==> src/rtl/sha256_pkg.sv <==
// Shared definitions for the SHA-256 engine: controller state encoding,
// message-expansion state codes and block geometry.
package sha256_pkg;

    typedef enum logic [2:0] {
        ST_IDLE    = 3'd0,
        ST_LOAD    = 3'd1,
        ST_WAIT_ME = 3'd2,
        ST_ROUND   = 3'd3,
        ST_ACCUM   = 3'd4,
        ST_DRAIN   = 3'd5,
        ST_DONE    = 3'd6
    } ctrl_state_t;

    typedef enum logic [1:0] {
        ME_IDLE   = 2'b00,
        ME_LOAD   = 2'b01,
        ME_EXPAND = 2'b10,
        ME_CLEAN  = 2'b11
    } me_state_t;

    localparam int ROUNDS      = 64;
    localparam int BLOCK_WORDS = 16;

    function automatic logic [15:0] sat_inc16(input logic [15:0] v);
        return (v == 16'hFFFF) ? v : v + 16'd1;
    endfunction

endpackage

==> src/rtl/sha256_block_ctrl.sv <==
// Block sequencer for one SHA-256 engine: streams 16 words into the message
// expansion unit, forwards the 64 expanded words to the round unit, and
// brackets each message with hash init / accumulate / digest handshake.
module sha256_block_ctrl
    import sha256_pkg::*;
#(
    parameter int DATA_WIDTH = 32,
    parameter int ME_TIMEOUT = 4
) (
    input  logic                  clk,
    input  logic                  rst_n,
    input  logic                  s_valid,
    output logic                  s_ready,
    input  logic [DATA_WIDTH-1:0] s_data,
    input  logic                  s_last,
    output logic                  me_start,
    output logic [4:0]            me_count,
    output logic [DATA_WIDTH-1:0] me_data,
    input  logic                  me_dv,
    input  logic [DATA_WIDTH-1:0] me_w,
    input  logic [1:0]            me_state,
    output logic                  cmp_init,
    output logic                  cmp_en,
    output logic [5:0]            cmp_round,
    output logic [DATA_WIDTH-1:0] cmp_w,
    output logic                  cmp_accum,
    output logic                  digest_valid,
    input  logic                  digest_ready,
    output logic                  busy,
    output logic                  err,
    output logic [15:0]           block_cnt
);

    localparam int                TMO_W      = $clog2(ME_TIMEOUT + 1);
    localparam logic [3:0]        LAST_WORD  = 4'(BLOCK_WORDS - 1);
    localparam logic [5:0]        LAST_ROUND = 6'(ROUNDS - 1);
    localparam logic [TMO_W-1:0]  TMO_LAST   = TMO_W'(ME_TIMEOUT - 1);

    ctrl_state_t      state_reg, state_next;
    logic [3:0]       word_idx_reg;
    logic [5:0]       round_reg;
    logic [TMO_W-1:0] tmo_reg;
    logic             s_ready_reg;
    logic             last_reg;
    logic             err_reg;
    logic             dv_d_reg;
    logic [15:0]      block_cnt_reg;
    logic             accept;

    // s_ready is only ever set while heading into IDLE or LOAD, so this is the handshake
    assign accept = s_valid && s_ready_reg;

    always_ff @(posedge clk or negedge rst_n) begin
        if (!rst_n) begin
            state_reg <= ST_IDLE;
        end else begin
            state_reg <= state_next;
        end
    end

    always_comb begin
        state_next = state_reg;
        case (state_reg)
            ST_IDLE:    if (accept) state_next = ST_LOAD;
            ST_LOAD:    if (accept && word_idx_reg == LAST_WORD) state_next = ST_WAIT_ME;
            ST_WAIT_ME: begin
                // a data-valid on the final allowed cycle still wins over the timeout
                if (me_dv)                     state_next = ST_ROUND;
                else if (tmo_reg == TMO_LAST)  state_next = ST_IDLE;
            end
            ST_ROUND:   if (dv_d_reg && round_reg == LAST_ROUND) state_next = ST_ACCUM;
            ST_ACCUM:   state_next = ST_DRAIN;
            ST_DRAIN:   if (me_state == ME_IDLE) state_next = last_reg ? ST_DONE : ST_LOAD;
            ST_DONE:    if (digest_ready) state_next = ST_IDLE;
            default:    state_next = ST_IDLE;
        endcase
    end

    always_ff @(posedge clk or negedge rst_n) begin
        if (!rst_n) begin
            s_ready_reg   <= 1'b0;
            dv_d_reg      <= 1'b0;
            word_idx_reg  <= '0;
            round_reg     <= '0;
            tmo_reg       <= '0;
            last_reg      <= 1'b0;
            err_reg       <= 1'b0;
            block_cnt_reg <= '0;
        end else begin
            s_ready_reg <= (state_next == ST_IDLE) || (state_next == ST_LOAD);
            dv_d_reg    <= me_dv;
            // wraps 15 -> 0, so every block load starts at index 0
            if (accept) begin
                word_idx_reg <= word_idx_reg + 4'd1;
            end
            if (accept && word_idx_reg == LAST_WORD) begin
                last_reg <= s_last;
            end
            tmo_reg <= (state_reg == ST_WAIT_ME) ? tmo_reg + TMO_W'(1) : '0;
            if (state_reg == ST_ROUND && dv_d_reg) begin
                round_reg <= round_reg + 6'd1;
            end
            if (state_reg == ST_WAIT_ME && !me_dv && tmo_reg == TMO_LAST) begin
                err_reg <= 1'b1;
            end
            if (state_reg == ST_IDLE && accept) begin
                block_cnt_reg <= '0;
            end else if (state_reg == ST_ACCUM) begin
                block_cnt_reg <= sat_inc16(block_cnt_reg);
            end
        end
    end

    always_comb begin
        s_ready      = s_ready_reg;
        me_start     = accept;
        me_count     = accept ? {1'b0, word_idx_reg} : 5'd0;
        me_data      = accept ? s_data : '0;
        cmp_init     = (state_reg == ST_IDLE) && accept;
        // expanded word arrives one cycle after its valid, hence the delayed strobe
        cmp_en       = (state_reg == ST_ROUND) && dv_d_reg;
        cmp_round    = (state_reg == ST_ROUND) ? round_reg : 6'd0;
        cmp_w        = cmp_en ? me_w : '0;
        cmp_accum    = (state_reg == ST_ACCUM);
        digest_valid = (state_reg == ST_DONE);
        busy         = (state_reg != ST_IDLE);
        err          = err_reg;
        block_cnt    = block_cnt_reg;
    end

endmodule

==> config.mk <==
export PLATFORM = sky130hd
export DESIGN_NAME = sha256_block_ctrl
export DESIGN_NICKNAME = d
export VERILOG_FILES = /design/src/rtl/sha256_pkg.sv /design/src/rtl/sha256_block_ctrl.sv
export SDC_FILE = /design/constraint.sdc
export NUM_CORES = 1
export LEC_CHECK = 0
export BUFFER_PORTS_ARGS = -buffer_cell sky130_fd_sc_hd__buf_2
export CAP_MARGIN = 20
export CORE_UTILIZATION = 41
export DETAILED_ROUTE_END_ITERATION = 10
export PLACE_DENSITY = 0.85
export SYNTH_ARGS = -nofsm -noshare
export SYNTH_HDL_FRONTEND = slang
export SYNTH_SLANG_ARGS = --single-unit
==> constraint.sdc <==
create_clock -name clk -period 2.65 [get_ports clk]
set_clock_uncertainty 0.2 [all_clocks]
set_input_delay 0.265 -clock clk [delete_from_list [all_inputs] [get_ports clk]]
set_output_delay 0.265 -clock clk [all_outputs]
set_load 0.05 [all_outputs]
# Word level (Yosys, flattened, before mapping)
# Index checks and enable logic that the tools add are counted.
dict set report word_totals {
  reg_bits 36
  in_bits 72
  out_inout_bits 99
  word_cells 57
}
dict set report op_classes {
  n_addsub 4
  eq_ne 12
  n_mux 17
  n_reduce_logical 15
}
# operator n
set op_table {}
lappend op_table {{32-bit 2-to-1 mux} 2}
lappend op_table {{16-bit 2-to-1 mux} 3}
lappend op_table {{3-bit 2-to-1 mux} 9}
lappend op_table {{3-bit case mux with 7 select lines} 1}
lappend op_table {{16-bit by 1-bit adder with 16-bit output (second input constant)} 1}
lappend op_table {{16-bit == test (second input constant)} 1}
lappend op_table {{3-bit by 2-bit == test with 1-bit output (second input constant)} 3}
lappend op_table {{3-bit == test (second input constant)} 3}
lappend op_table {{1-bit logical AND} 7}
lappend op_table {{6-bit by 1-bit adder with 6-bit output (second input constant)} 1}
lappend op_table {{3-bit by 1-bit == test with 1-bit output (second input constant)} 2}
lappend op_table {{6-bit == test (second input constant)} 1}
lappend op_table {{3-bit logical NOT} 2}
lappend op_table {{6-bit 2-to-1 mux} 1}
lappend op_table {{4-bit by 1-bit adder with 4-bit output (second input constant)} 1}
lappend op_table {{4-bit == test (second input constant)} 1}
lappend op_table {{4-bit 2-to-1 mux} 1}
lappend op_table {{3-bit by 1-bit adder with 3-bit output (second input constant)} 1}
lappend op_table {{3-bit nonzero test} 1}
lappend op_table {{2-bit logical NOT} 1}
lappend op_table {{2-bit inequality test (second input constant)} 1}
lappend op_table {{2-bit AND reduction} 1}
lappend op_table {{2-bit nonzero test} 1}
lappend op_table {{1-bit logical NOT} 1}
lappend op_table {{1-bit logical OR} 1}

# Logic depth before layout (Yosys ltp)
dict set report logic_depth {
  ltp_word 6
  mapped_depth 7
  mapped_depth_nobuf 6
}

# Worst setup path after synthesis
# No wires, ideal clock.
dict set report synth_path {
  kind {reg2out}
  start {reg state_reg[2]}
  end {out cmp_w[23]}
  t_arrival_ps 2173
  t_required_ps 2185
  path_slack_ps 12
  stages_incl_launch_ff 6
  n_path_buf 3
  path_cell_list {dfrtp_1 -> clkbuf_1 -> and4b_1 -> clkbuf_1 -> clkbuf_1 -> and2_1}
}
dict set report synth_between {
  elab_chain_cells 3
}
# element line
set synth_lines {}
lappend synth_lines {{start: declaration} sha256_block_ctrl.sv:39} ;# ctrl_state_t state_reg, state_next;
lappend synth_lines {{start signal: assignment} sha256_block_ctrl.sv:57} ;# state_reg <= state_next;
lappend synth_lines {{3-bit by 2-bit == test with 1-bit output} sha256_block_ctrl.sv:121} ;# cmp_en = (state_reg == ST_ROUND) && dv_d_reg;
lappend synth_lines {{1-bit logical AND} sha256_block_ctrl.sv:121}
lappend synth_lines {{net cmp_en} sha256_block_ctrl.sv:23} ;# output logic cmp_en,
lappend synth_lines {{32-bit 2-to-1 mux} sha256_block_ctrl.sv:123} ;# cmp_w = cmp_en ? me_w : '0;
lappend synth_lines {{end: declaration} sha256_block_ctrl.sv:25} ;# output logic [DATA_WIDTH-1:0] cmp_w,
# The timed path passes the listed nets, and every way through them passes these cells.

# Final worst setup path
dict set report layout_path {
  start {reg state_reg[2]}
  end {reg block_cnt_reg[14] (netlist: block_cnt[14])}
}
dict set report layout_between {
  elab_chain_cells 4
  elab_cells_between_ends 7
  cone_classes {2 x eq/ne; 1 x mux; 4 x reduce/logical}
}
# element line
set layout_lines {}
lappend layout_lines {{3-bit logical NOT} sha256_block_ctrl.sv:106} ;# if (state_reg == ST_IDLE && accept) begin
lappend layout_lines {{1-bit logical AND} sha256_block_ctrl.sv:106}
lappend layout_lines {{2-bit inequality test (no source line) / 2-bit nonzero test (equally long branches)} n/a}
lappend layout_lines {{2-bit AND reduction (no source line)} n/a}
lappend layout_lines {{end signal: assignment} sha256_block_ctrl.sv:109} ;# block_cnt_reg <= sat_inc16(block_cnt_reg);
lappend layout_lines {{end: declaration} sha256_block_ctrl.sv:47} ;# logic [15:0] block_cnt_reg;
# Several ways; a longest one is shown, not always the timed one.
# A chain may end at the register's enable or synchronous reset.

==> results.txt <==
Final-report hold violation count: 0
Cts bufs inserted: 5
Run status: finished, final reports clean
Placement Rows: 27
Worst hold path type: in -> reg
Count of flip-flops with a built-in enable after synthesis: 0
Switching share of total power: 55.8%
Drt via density: 5.19
HPWL Detailed: 5.28 mm
Power density over the cells: 874 mW/mm^2
Setup_tns: 0 ns
Max Freq: 421 MHz
Reg2Reg Launch Point: state_reg[2]$_DFF_PN0_
Placed insts: 503
Number of sinks driven by the clock tree: 36
Die W: 78.2 um
Synth Area per Inst: 8.60 um^2
Die outline area: 0.00612 mm^2
Number of pins with negative max-slew slack in the final report: 0
Portion of the clock cycle consumed by the worst path in the final layout: 89.7%
P_leak: 2.00 nW
Synth Cell Area: 0.00238 mm^2
Required time at the endpoint of the critical path: 2.61 ns
Wire length of the first global-routing pass: 10.8 mm
Total non-filler cell area in the finished layout: 0.00336 mm^2
Wire per inst: 13.5 um
Reg power frac: 27.8%
Global-route congestion overflow total: 0
Via count: 2,656
Maximum vdd drop: 412 uV
Count of max-cap constraint violations: 0
Data arrival, critical path: 2.34 ns
TritonCTS clock tree: done
Antenna violations before repair: 0
Synth top cells by count: 43 x sky130_fd_sc_hd__and3_1, 36 x sky130_fd_sc_hd__dfrtp_1, 32 x sky130_fd_sc_hd__and2_1
Count of state elements after synthesis: 36
Dominant cell by count in the synthesized netlist: sky130_fd_sc_hd__and3_1
Antenna diode instance count: 0
Count of mapped cells out of synthesis: 277
H-tree level count: 2
Max transition margin: 43.5%
Largest net degree at the start of global routing: 39
Chip Height: 78.2 um
Number of flip-flops in the largest register: 16
DRC violations left: 0
Clock tree root driver cell: sky130_fd_sc_hd__clkbuf_8
Worst min-delay path endpoint: last_reg$_DFFE_PN0P_
Post-synthesis net count: 354
Area share of the leading cell type in the synthesized netlist: 37.8%
Number of failing setup endpoints in the final timing report: 0
Global Route Usage Sum: 22.2%
Overall power consumption: 2.94 mW
Post-Layout Cell Count: 512
CORE AREA: 0.00554 mm^2
Switching power total: 1.64 mW
Cell taking the most area after synthesis: sky130_fd_sc_hd__dfrtp_1
Transition time of the tightest slew-check pin: 0.840 ns
Maximum root-to-sink buffer count: 2
Final weighted congestion of routability-driven global placement: 0.898
Number of setup buffers added after CTS: 0
Flop2flop setup slack: 0.27 ns
Number of cells on the worst hold path: 2
Cell depth of the worst flop-to-flop path: 4
Worst hold slack across all endpoints: 0.0161 ns
Combinational fraction of design power: 59.9%
Final net count: 517
Unrepaired setup endpoints after global routing: false
Part of the Yosys area used for sequential elements: 37.8%
Number of nets with antenna violations after routing: 0
Io pins: 171
Vias in the first global route: 2,401
Post-detailed-placement cell area: 0.00327 mm^2
Proportion of power drawn by the clock network: 12.3%
Initial Util: 43.0%
Min Clock Period, post-route: 2.38 ns
Count of cell types in the netlist: 48
Fraction of layout cells with a size suffix above 1: 43.4%
CP endpoint kind: flop
Cells taking the most area after synthesis: sky130_fd_sc_hd__dfrtp_1 38%, sky130_fd_sc_hd__and3_1 11%, sky130_fd_sc_hd__and2_1 8.4%
Startpoint-to-endpoint class of the critical path: reg -> reg
Synth async-reset ratio: 100%
Number of buffers inserted by port buffering: 169
Routed wire length: 6.91 mm
Number of DRC markers in iteration 0: 150
Critical hold path startpoint: s_last
Number of optimization iterations in the first detailed-route pass: 5
Highest fanout seen on the critical path: 11
Later-pin clock latency in the skew report: 0.28 ns
Dominant synthesized flop cell: sky130_fd_sc_hd__dfrtp_1
Int Power: 1.30 mW
Synth-to-layout area growth: 41.3%
Clock slew at the register clock pins of the worst setup and hold paths: 0.07 ns
Worst r2r dst: block_cnt[14]$_DFFE_PN0P_
Count of filler cells inserted in the layout: 487
Critical Path Start Type: flop
Yosys warning total: 0
## cells by family (layout without fill, tap and decap cells)
family,count (synthesis),count (layout),share of synthesized area (%)
simple gates,156,156,38.1
buf+inv,29,192,5.10
other cells,1,1,0.157
xor+xnor,8,8,2.94
compound gates,32,32,8.88
mux,10,10,4.36
fa+ha+maj,5,5,2.63
flops,36,36,37.8
## power by group through the flow
stage	clock, mW	combinational [mW]	sequential (mW)
finish	0.363	1.76	0.817
global route	0.398	1.87	0.833
CTS	0.377	1.76	0.813
detailed placement	0	1.76	0.824
global placement	0	1.73	0.809
floorplan	0	1.21	0.941
## metal layers
layer / routed length (um) / global-route usage, %
met5: 0 / 0
met4: 78 / 7.41
met3: 465 / 3.60
met2: 3550 / 42.5
met1: 2820 / 24.7
## timing repair
item | in CTS | in global routing
resized for setup | 0 | 0
hold buffers | 2 | 0
hold endpoints to repair | 37 | 0
## stage by stage
step | setup slack (ns) | util [%]
after CTS | 0.300 | 60.7
after detailed placement | 0.301 | 59.0
after global placement | 0.396 | 59.0
after global routing | 0.192 | 60.7
final | 0.273 | 60.7
after floorplan | 0.0125 | -
## layout by cell type (no fill, tap or decap), types with 7 or more instances in the layout
cell / netlist / layout
sky130_fd_sc_hd__mux2i_1: 7 / 7
sky130_fd_sc_hd__buf_2: 1 / 169
sky130_fd_sc_hd__and3_1: 43 / 43
sky130_fd_sc_hd__nor2_1: 11 / 11
sky130_fd_sc_hd__nand4_1: 8 / 8
sky130_fd_sc_hd__o21ai_0: 7 / 7
sky130_fd_sc_hd__inv_1: 8 / 8
sky130_fd_sc_hd__and2_1: 32 / 32
sky130_fd_sc_hd__nand2_1: 24 / 24
sky130_fd_sc_hd__a21oi_1: 7 / 7
sky130_fd_sc_hd__nand3_1: 9 / 9
sky130_fd_sc_hd__dfrtp_1: 36 / 36
## critical path, stage by stage (launching register included)
cell	delay [ns]
sky130_fd_sc_hd__dfrtp_1	0.51
sky130_fd_sc_hd__or3b_1	0.50
sky130_fd_sc_hd__nor4_1	0.53
sky130_fd_sc_hd__nor4bb_1	0.40
sky130_fd_sc_hd__a211oi_1	0.12
## worst max path at each step
stage | slack, ns | start | end
floorplan | 0.01 | state_reg[2]$_DFF_PN0_ | cmp_w[23]
global placement | 0.40 | state_reg[0]$_DFF_PN0_ | block_cnt[10]$_DFFE_PN0P_
detailed placement | 0.30 | state_reg[0]$_DFF_PN0_ | block_cnt[14]$_DFFE_PN0P_
CTS | 0.30 | state_reg[2]$_DFF_PN0_ | block_cnt[14]$_DFFE_PN0P_
global route | 0.19 | state_reg[2]$_DFF_PN0_ | block_cnt[14]$_DFFE_PN0P_
finish | 0.27 | state_reg[2]$_DFF_PN0_ | block_cnt[14]$_DFFE_PN0P_
## layout make-up
class / count / area (um^2) / share of cell area, %
Clock inverter: 1 / 5.00 / 0.149
Clock buffer: 6 / 72.6 / 2.16
Inverter: 9 / 33.8 / 1.00
Timing Repair Buffer: 176 / 903 / 26.9
Tap cell: 72 / 90.1 / 2.68
Sequential cell: 36 / 901 / 26.8
Multi-Input combinational cell: 212 / 1360 / 40.4
Note: power is estimated with default switching activity, not from simulation.
